==> src/rtl/shift_pkg.sv <==
// Shared definitions for the universal shift register slice: mode encodings
// and the typedef used for the 2-bit operation field.
package shift_pkg;

  typedef enum logic [1:0] {
    MODE_HOLD = 2'b00,
    MODE_SHR  = 2'b01,
    MODE_SHL  = 2'b10,
    MODE_LOAD = 2'b11
  } mode_t;

endpackage : shift_pkg

==> src/rtl/shift_word_counter.sv <==
// Modulo-WIDTH shift counter. Counts increments, can be forced to zero, and
// raises a one-cycle wrap strobe on the edge where it rolls over from WIDTH-1.
module shift_word_counter #(
  parameter int WIDTH = 32,
  parameter int CNT_W = $clog2(WIDTH)
) (
  input  logic             clk,
  input  logic             clear,
  input  logic             inc,
  input  logic             zero,
  output logic [CNT_W-1:0] cnt,
  output logic             wrap
);

  localparam logic [CNT_W-1:0] LAST = CNT_W'(WIDTH - 1);

  // Counter and wrap strobe; clear and zero abort the word without a strobe.
  always_ff @(posedge clk) begin
    if (clear) begin
      cnt  <= '0;
      wrap <= 1'b0;
    end else if (zero) begin
      cnt  <= '0;
      wrap <= 1'b0;
    end else if (inc) begin
      if (cnt == LAST) begin
        cnt  <= '0;
        wrap <= 1'b1;
      end else begin
        cnt  <= cnt + CNT_W'(1);
        wrap <= 1'b0;
      end
    end else begin
      wrap <= 1'b0;
    end
  end

endmodule : shift_word_counter

==> src/rtl/universal_shift_reg.sv <==
// WIDTH-bit universal shift register: hold, shift right, shift left and
// parallel load, with a registered serial output and a word-complete counter.
module universal_shift_reg
  import shift_pkg::*;
#(
  parameter int               WIDTH     = 32,
  parameter logic [WIDTH-1:0] RESET_VAL = '0,
  parameter int               CNT_W     = $clog2(WIDTH)
) (
  input  logic             clk,
  input  logic             clear,
  input  logic             en,
  input  logic [1:0]       mode,
  input  logic             si,
  input  logic [WIDTH-1:0] pin,
  output logic [WIDTH-1:0] pout,
  output logic             so,
  output logic [CNT_W-1:0] shift_cnt,
  output logic             word_done
);

  mode_t            mode_sel;
  logic [WIDTH-1:0] q;
  logic             shift_cyc;
  logic             load_cyc;

  assign mode_sel  = mode_t'(mode);
  assign shift_cyc = en && ((mode_sel == MODE_SHR) || (mode_sel == MODE_SHL));
  assign load_cyc  = en && (mode_sel == MODE_LOAD);
  assign pout      = q;

  // Register and serial output update; so keeps its value on load and hold
  // so freshly loaded data only reaches so on the following shift.
  always_ff @(posedge clk) begin
    if (clear) begin
      q  <= RESET_VAL;
      so <= 1'b0;
    end else if (en) begin
      case (mode_sel)
        MODE_HOLD: ;
        MODE_SHR: begin
          q  <= {si, q[WIDTH-1:1]};
          so <= q[0];
        end
        MODE_SHL: begin
          q  <= {q[WIDTH-2:0], si};
          so <= q[WIDTH-1];
        end
        MODE_LOAD: q <= pin;
      endcase
    end
  end

  shift_word_counter #(
    .WIDTH (WIDTH),
    .CNT_W (CNT_W)
  ) u_cnt (
    .clk   (clk),
    .clear (clear),
    .inc   (shift_cyc),
    .zero  (load_cyc),
    .cnt   (shift_cnt),
    .wrap  (word_done)
  );

endmodule : universal_shift_reg

==> config.mk <==
export PLATFORM = sky130hd
export DESIGN_NAME = universal_shift_reg
export DESIGN_NICKNAME = d
export VERILOG_FILES = /design/src/rtl/shift_pkg.sv /design/src/rtl/shift_word_counter.sv /design/src/rtl/universal_shift_reg.sv
export SDC_FILE = /design/constraint.sdc
export NUM_CORES = 1
export LEC_CHECK = 0
export ABC_AREA = 1
export ABC_CLOCK_PERIOD_IN_PS = 1600
export BUFFER_PORTS_ARGS = -buffer_cell sky130_fd_sc_hd__buf_2
export CORE_MARGIN = 3
export CORE_UTILIZATION = 25
export DETAILED_ROUTE_END_ITERATION = 8
export PLACE_DENSITY = 0.55
export SLEW_MARGIN = 40
export SYNTH_ARGS = -nofsm -noshare
export SYNTH_HDL_FRONTEND = slang
export SYNTH_SLANG_ARGS = --single-unit
==> constraint.sdc <==
create_clock -name clk -period 1.6 [get_ports clk]
set_clock_uncertainty 0.1 [all_clocks]
set_input_delay 0.4 -clock clk [delete_from_list [all_inputs] [get_ports clk]]
set_output_delay 0.4 -clock clk [all_outputs]
set_load 0.1 [all_outputs]
[Word level (Yosys, flattened, before mapping)]
Index checks and enable logic that the tools add are counted.
W data, S select, Z words.
Operators by class
  add/subtract/negate cells: 1
  equality and inequality tests: 4
  mux-type cells: 4
  bitwise operators: 1
  reduce and logical (&&, ||, !) cells: 9
Operators with widths (number)
  $pmux W32 S3: 1
  $add A5 B1 Y5 const B: 1
  $eq A5 B5 Y1 const B: 1
  $mux W5: 1
  $eq A2 B2 Y1 const B: 2
  $reduce_and A2 Y1: 2
  $reduce_bool A3 Y1: 1
  $reduce_or A3 Y1: 1
  $eq A2 B1 Y1 const B: 1
  $logic_and A1 B1 Y1: 2
  $pmux W1 S2: 1
  $reduce_bool A2 Y1: 1
  $reduce_or A2 Y1: 1
  $logic_or A1 B1 Y1: 1
  $mux W1: 1
  $not A1 Y1: 1
Word-level totals
  register bits after elaboration: 39
  input port bits: 38
  word-level logic and storage cells: 23

[Longest topological paths before layout]
Gate-level depths: netlist of the first run.
  word-level depth: 5
  gate-level depth with buffers: 9

[Hierarchy]
A second synthesis of the first run with hierarchy kept.
Unflattened totals
  cell total of the unflattened synthesis: 364
  area, all modules: 2245.9 um2
By module, submodules not included
  universal_shift_reg: instances 1, cells each 330, area each 1980.6 um2, seq. area each 660.6 um2
  shift_word_counter: instances 1, cells each 34, area each 265.3 um2, seq. area each 120.1 um2

[Worst setup path before layout of the first run]
Ideal clock, no wire load.
  kind: reg2reg
  start: register u_cnt.cnt[0]
  end: register u_cnt.cnt[3]
  arrival: 1.834 ns
  required time: 1.381 ns
  setup slack: -0.453 ns
  cell stages (with the launch flop): 10
  buffers on the path: 0
  period minus slack after synthesis: 2.053 ns
  path through: dfxtp_1 > ha_1 > inv_1 > nor2_1 > ha_1 > inv_1 > nor2_1 > nor2_1 > nand2_1 > nor2_1
On the way
  word-level cells in the longest chain between the ends: 2
  elaborated cells between the ends (all ways): 3
  classes of those cells: add/sub: 1; eq/ne: 1; mux: 1
RTL lines
  start, declared: RTL line shift_word_counter.sv:11  | output logic [CNT_W-1:0] cnt,
  start signal, assigned: RTL line shift_word_counter.sv:30  | cnt <= cnt + CNT_W'(1);
  $add A5 B1 Y5 or $eq A5 B5 Y1 (tied branches): RTL line shift_word_counter.sv:30, shift_word_counter.sv:26
  $mux W5 (*): RTL line shift_word_counter.sv:26  | if (cnt == LAST) begin
Every way passes the cells marked *; elsewhere a longest branch is shown, timed or not.
A chain may end at the register's enable or synchronous reset.

[Worst setup path in the final report of the first run]
  start: register so
  end: output so
RTL lines
  start, declared: RTL line universal_shift_reg.sv:17  | output logic so,
  start signal, assigned: RTL line universal_shift_reg.sv:43  | so <= q[0];
  start signal, assigned: RTL line universal_shift_reg.sv:47  | so <= q[WIDTH-1];
No word-level cell between the ends.

==> flow_summary.yaml, run 1 <==
global_routing:
  grt_use_met2: 0.2020
  grt_max_degree: 33
  use_met1: 0.1700
  grt_pass1_vias: 2233
  grtUsageTotal: 0.1285
  grt_pass1_wl_um: 10560
  overflow: 0
  antenna_found_initial: 0
  met3_usage: 0.03875
  grt_busiest_layer: "met2"
worst_setup_path:
  rr_endpoint: "u_cnt.cnt[2]"
  critPathArrivalTime_ns: 1.04
  crit_slowest_cell: "buf_2"
  reg2reg_depth: 9
  path_cells: "buf_2"
  max_stage_delay_ns: 0.42
  cp.required_ns: 1.10
  rr_startpoint: "u_cnt.cnt[0]"
  endpoint_kind: "output pin"
  crit_buf_inv: 1
  rrSetupSlack_ns: 0.13
  worst-setup-path-type: "reg -> out"
  critPathTopFamily: "buffers and inverters"
  crit_fanout: 2
  worstSetupStartpointType: "register"
floorplanning:
  ios: 77
  fp.coreArea_um2: 8464
  die_area_um2: 10160
  rows: 33
  die_h_um: 100.8
  initial_utilization: 0.2655
  fp.dieW_um: 100.8
power:
  p_leak_nw: 1.505
  irDropWorstVdd_v: 0.0003098
  powerDensity_nw_per_um2: 871.1
cells_and_area:
  diodes: 0
  fillerInstances: 874
  nNetsFinal: 487
  final_common_cell: "nor2_1"
  syn_to_final_growth_pct: 51.22
  finalInstanceArea_um2: 3398
  drive_gt1_frac: 0.2539
  final_cell_mix: "95 x nor2_1, 78 x nand2_1, 44 x inv_1, 39 x buf_2, 38 x buf_12"
logic_synthesis:
  synth_top_cell_by_area: "dfxtp_1"
  syn_area_per_cell_um2: 6.123
  syn-num-nets: 410
  muxShareOfSynthArea: 0
  synth_top_family_by_area: "simple AND/OR/NAND/NOR gates"
  synth-seq-cells: 39
  ys_seq_area_frac: 0.3474
  synth_compound_area_frac: 0.08129
  synth.top_cell.area_share: 0.3474
  synth_fa_ha_area_frac: 0.02784
  synth-simple-area-share: 0.4087
  synth_cell_type_count: 20
  synth-xor-area-share: 0.003898
  post_synth_instance_area_um2: 2247
  yosysWarnings: 0
  synth_area_leaders: "dfxtp_1 35%, nor2_1 16%, nand2_1 13%, nand3_1 7.8%, inv_1 7.3%"
  synthCells: 367
sta:
  hold_viol: 0
  finalSetupTns_ns: 0
  fin_crit_sh: 0.9638
  final_max_slew_viol_count: 0
  worst_hold_slack_ns: 0.2484
  setup_viol: 0
  max_freq_ghz: 0.6485
  rsz0062_at_grt: "false"
  worst_pin_slew_ns: 0.4870
  relSlewSlack: 0.6776
  fin_crit_ns: 1.542
clock_tree:
  cts-root-buf: "clkbuf_8"
  cts.repair.resized: 0
  clock_path_buffers: 2
  clock_latency_ns: 0.29
  path_clk_slew_ns: 0.08
  post_cts_buffers: 0
  cts_tree: "done"
  cts_htree_levels: 2
  cts_made_buffers: 5
  hold_buffers: 0
  clock-sinks: 39
flow_run:
  cap_violations: 0
placed_design:
  gp_congestion: 0.7335
  dpl.hpwl_um: 4642
  place_area_um2: 3308
  port_buffers: 76
detailed_routing:
  routedWlPerCell_um: 11.43
  num_vias: 2390
  drtAntennaViolNets: 0
  avgViaCountPerCell: 4.345
  wirelength_um: 6288
  drtIter0Drc: 57
  drc: 0
  detail_route.first_pass.iterations: 4
min_path:
  hold_depth: 4
  hold-path-endpoint: "so"
  min_from: "clear"
  min_path_type: "in -> reg"
status:
  status: "finished, final reports clean"
Yosys cell counts, drive strengths merged:
cell type and instances:
a21oi 3, buf 17, clkbuf 3, dfxtp 39, ha 5, inv 45
nand2 79, nand3 35, nor2 106, nor3 1, o21ai 32, o21bai 1
xor2 1
through the flow:
stage,setup slack (ns),util,power [mW],cells
after floorplan,0.08436,-,1.898,367
final,0.05787,0.4015,2.960,550
after CTS,0.001572,0.4003,3.004,550
after detailed placement,-0.04126,0.3908,2.350,542
after global routing,0.01500,0.4015,3.126,550
after global placement,-0.006769,0.3908,2.338,542
logic make-up after synthesis:
logic type / after synthesis
AOI/OAI and AO/OA: 36
xor gates and xnor gates: 1
adders and majority gates: 5
buffers and inverters: 65
DFF: 39
and+or+nand+nor: 221
worst max path at each step:
stage	cells after the start	startpoint	end
after floorplan	9	u_cnt.cnt[1]	u_cnt.cnt[2]
after global placement	8	mode[1]	pout[0]
after detailed placement	8	mode[1]	pout[9]
after CTS	1	u_cnt.cnt[2]	shift_cnt[2]
after global routing	9	u_cnt.cnt[0]	u_cnt.cnt[2]
final	1	so	so
registers in the layout (all words and copies together), names as in the netlist:
| name | count |
|---|---|
| pout | 32 |
| so | 1 |
| u_cnt.cnt | 5 |
| u_cnt.wrap | 1 |
per-layer routing:
layer  share of wire  up-vias
li1                -     1273
met1            0.47     1052
met2            0.45       57
met3           0.063        8
met4           0.013        0
met5               0        -
layout make-up:
cell class | count | area (um^2) | area share
Clock inverter | 2 | 7.507 | 0.002209
Inverter | 45 | 168.9 | 0.04971
Sequential cell | 39 | 792.0 | 0.2331
Tap cell | 105 | 131.4 | 0.03866
Clock buffer | 6 | 72.57 | 0.02135
Timing Repair Buffer | 90 | 1054 | 0.3100
Multi-Input combinational cell | 263 | 1172 | 0.3450
where the power goes:
group	internal [mW]	switching (mW)	total, mW
Sequential	1.04	0.105	1.14
Combinational	0.423	0.754	1.18
Clock	0.298	0.343	0.641
Total	1.76	1.20	2.96
worst reg2reg max path: cells and delay by family, from the launching register on:
kind	cells	cell delay, ns
buffers and inverters	3	0.22
DFF	1	0.37
and+or+nand+nor	4	0.34
adders and majority gates	2	0.39
(Power assumes the default switching activity.)
==> inputs of run 2 (changes only) <==
--- a/config.mk
+++ b/config.mk
@@ -5,7 +5,6 @@
 export SDC_FILE = /design/constraint.sdc
 export NUM_CORES = 1
 export LEC_CHECK = 0
-export ABC_AREA = 1
 export ABC_CLOCK_PERIOD_IN_PS = 1600
 export BUFFER_PORTS_ARGS = -buffer_cell sky130_fd_sc_hd__buf_2
 export CORE_MARGIN = 3
==> flow_summary.yaml, run 2 <==
status:
  status: "finished, final reports clean"
detailed_routing:
  drtAntennaViolNets: 0
  wirelength_um: 6007
  drtIter0Drc: 100
  detail_route.first_pass.iterations: 5
  num_vias: 2067
  avgViaCountPerCell: 5.041
  routedWlPerCell_um: 14.65
  drc: 0
placed_design:
  placed_cells: 400
  dpl_worst_slack_ns: -0.1327
  gp_congestion: 0.7363
  dpl.hpwl_um: 4477
  place_area_um2: 3194
  port_buffers: 76
cells_and_area:
  regArea_um2: 798.3
  fillerInstances: 771
  final_cell_mix: "38 x buf_2, 36 x nor2_1, 36 x buf_12, 33 x nand2_1, 32 x a22oi_1"
  finalInstanceArea_um2: 3306
  nNetsFinal: 350
  layoutNonFillerInstCount: 410
  drive_gt1_frac: 0.4805
  final_common_cell: "buf_2"
  syn_to_final_growth_pct: 58.11
  multi_input_area_um2: 1177
  diodes: 0
  largest_register_ffs: 32
logic_synthesis:
  syn_area_per_cell_um2: 9.418
  yosysWarnings: 0
  ys_seq_area_frac: 0.3734
  synth_cell_type_count: 25
  async_reset_ff_frac: 0
  synth.most_common_cell: "dfxtp_1"
  synth_top_cell_by_area: "dfxtp_1"
  synthCells: 222
  ys_top_cells_by_count: "39 x dfxtp_1, 36 x nor2_1, 33 x nand2_1"
  post_synth_instance_area_um2: 2091
  syn-num-nets: 265
  synth-seq-cells: 39
  synth_area_leaders: "dfxtp_1 37%, a311oi_2 20%, a22oi_1 11%, nor2_1 6.5%, nand2_1 5.9%"
  synth-main-ff-cell: "dfxtp_1"
  synth_edf_count: 0
  synth.top_cell.area_share: 0.3734
power:
  swShare: 0.4021
  combPwrFrac: 0.399
  power.net_switching_mw: 1.206
  power_mw: 2.999
  intPower_mw: 1.793
  irDropWorstVdd_v: 0.0003604
  powerDensity_nw_per_um2: 907.2
  power_frac_clock: 0.218
  p_seq_frac: 0.383
  p_leak_nw: 1.278
worst_setup_path:
  worst-setup-path-type: "reg -> reg"
  crit_top_cell: "a21o_1"
  worstSetupStartpointType: "register"
  endpoint_kind: "register"
  cp.required_ns: 1.71
  path_cells: "ha_4 > and3_1 > ha_1 > a21o_1 > a21o_1 > a21oi_1"
  crit_slowest_cell: "dfxtp_4"
  critPathArrivalTime_ns: 1.65
  max_stage_delay_ns: 0.37
  crit_fanout: 4
clock_tree:
  cts-root-buf: "clkbuf_8"
  clock-sinks: 39
  clock_latency_ns: 0.29
  cts_htree_levels: 2
  path_clk_slew_ns: 0.08
  cts_tree: "done"
  cts_made_buffers: 5
  clock_path_buffers: 2
floorplanning:
  ios: 77
  fp.dieW_um: 97.45
  die_area_um2: 9497
  initial_utilization: 0.2637
  fp.coreArea_um2: 7928
  die_h_um: 97.45
  rows: 32
sta:
  final_max_slew_viol_count: 0
  fin_ws_ns: 0.06208
  fin_crit_ns: 1.538
  fin_crit_sh: 0.9612
  hold_viol: 0
  max_freq_ghz: 0.6502
  finalSetupTns_ns: 0
  setup_viol: 0
  relSlewSlack: 0.6777
  worst_pin_slew_ns: 0.4867
  rsz0062_at_grt: "false"
global_routing:
  overflow: 0
  grt_pass1_vias: 1946
  grtUsageTotal: 0.1264
  grt_max_degree: 35
  grt_pass1_wl_um: 10010
  antenna_found_initial: 0
min_path:
  min_path_type: "in -> reg"
flow_run:
  cap_violations: 0
-- run 2: cell count changes in the layout (fill, tap and decap cells not counted), sizes merged, moves of 2 or more --
| cell | previous run | this run |
|---|---|---|
| a21o | 0 | 2 |
| a22oi | 0 | 32 |
| a311oi | 0 | 33 |
| a32oi | 0 | 2 |
| buf | 86 | 97 |
| inv | 45 | 2 |
| nand2 | 79 | 33 |
| nand3 | 35 | 2 |
| nor2 | 106 | 37 |
| o21ai | 32 | 2 |
-- run 2: cell type report --
type / instances / share of cell area
Sequential cell: 39 / 0.2415
Clock buffer: 7 / 0.02309
Clock inverter: 1 / 0.001514
Tap cell: 102 / 0.03861
Timing Repair Buffer: 101 / 0.3369
Multi-Input combinational cell: 158 / 0.3562
Inverter: 2 / 0.002271
-- run 2: final timing paths --
kind / from / to / slack [ns] / depth (start not counted)
setup reg to reg: u_cnt.cnt[0] / u_cnt.cnt[3] / 0.06 / 6
hold / removal: clear / pout[13] / 0.26 / 2
hold reg to reg: u_cnt.cnt[3] / u_cnt.cnt[3] / 0.40 / 2
setup / recovery: u_cnt.cnt[0] / u_cnt.cnt[3] / 0.06 / 6
-- run 2: metrics by stage --
stage	util	hold WS, ns
floorplan	-	0.4161
global placement	0.4029	0.3822
detailed placement	0.4029	0.3878
CTS	0.4138	0.2545
global route	0.4170	0.2690
finish	0.4170	0.2607
-- run 2: power by group through the flow --
stage	sequential [mW]	clock (mW)	combinational, mW
2_1_floorplan	1.60	0	0.310
3_3_place_gp	1.17	0	1.18
3_5_place_dp	1.17	0	1.20
4_1_cts	1.15	0.685	1.20
5_1_grt	1.16	0.733	1.25
6_report	1.15	0.655	1.20
-- run 2: critical path: cells and delay by family (launching register included) --
family	cells	cell delay, ns
flops	1	0.37
compound gates	3	0.47
simple gates	1	0.18
fa+ha+maj	2	0.35
-- run 2: cells by family after synthesis --
group | count (synthesis) | share of synthesized area
xor gates and xnor gates | 2 | 0.008380
adders and majority gates | 5 | 0.02992
buffers and inverters | 25 | 0.07002
AOI/OAI and AO/OA | 73 | 0.3621
muxes | 1 | 0.004788
DFF | 39 | 0.3734
and+or+nand+nor | 77 | 0.1514
-- run 2: per-layer routing --
metal,vias to the layer above,track usage,wire length (um)
met5,-,0,0
met4,0,0.02556,17
met3,2,0.03518,333
met2,65,0.1956,2942
met1,997,0.1762,2713
li1,1003,-,-
-- run 2: timing repair --
item,in CTS,in global routing
resized for setup,2,4
hold buffers,0,0
buffers inserted,0,2
endpoints found under the setup margin,2,5
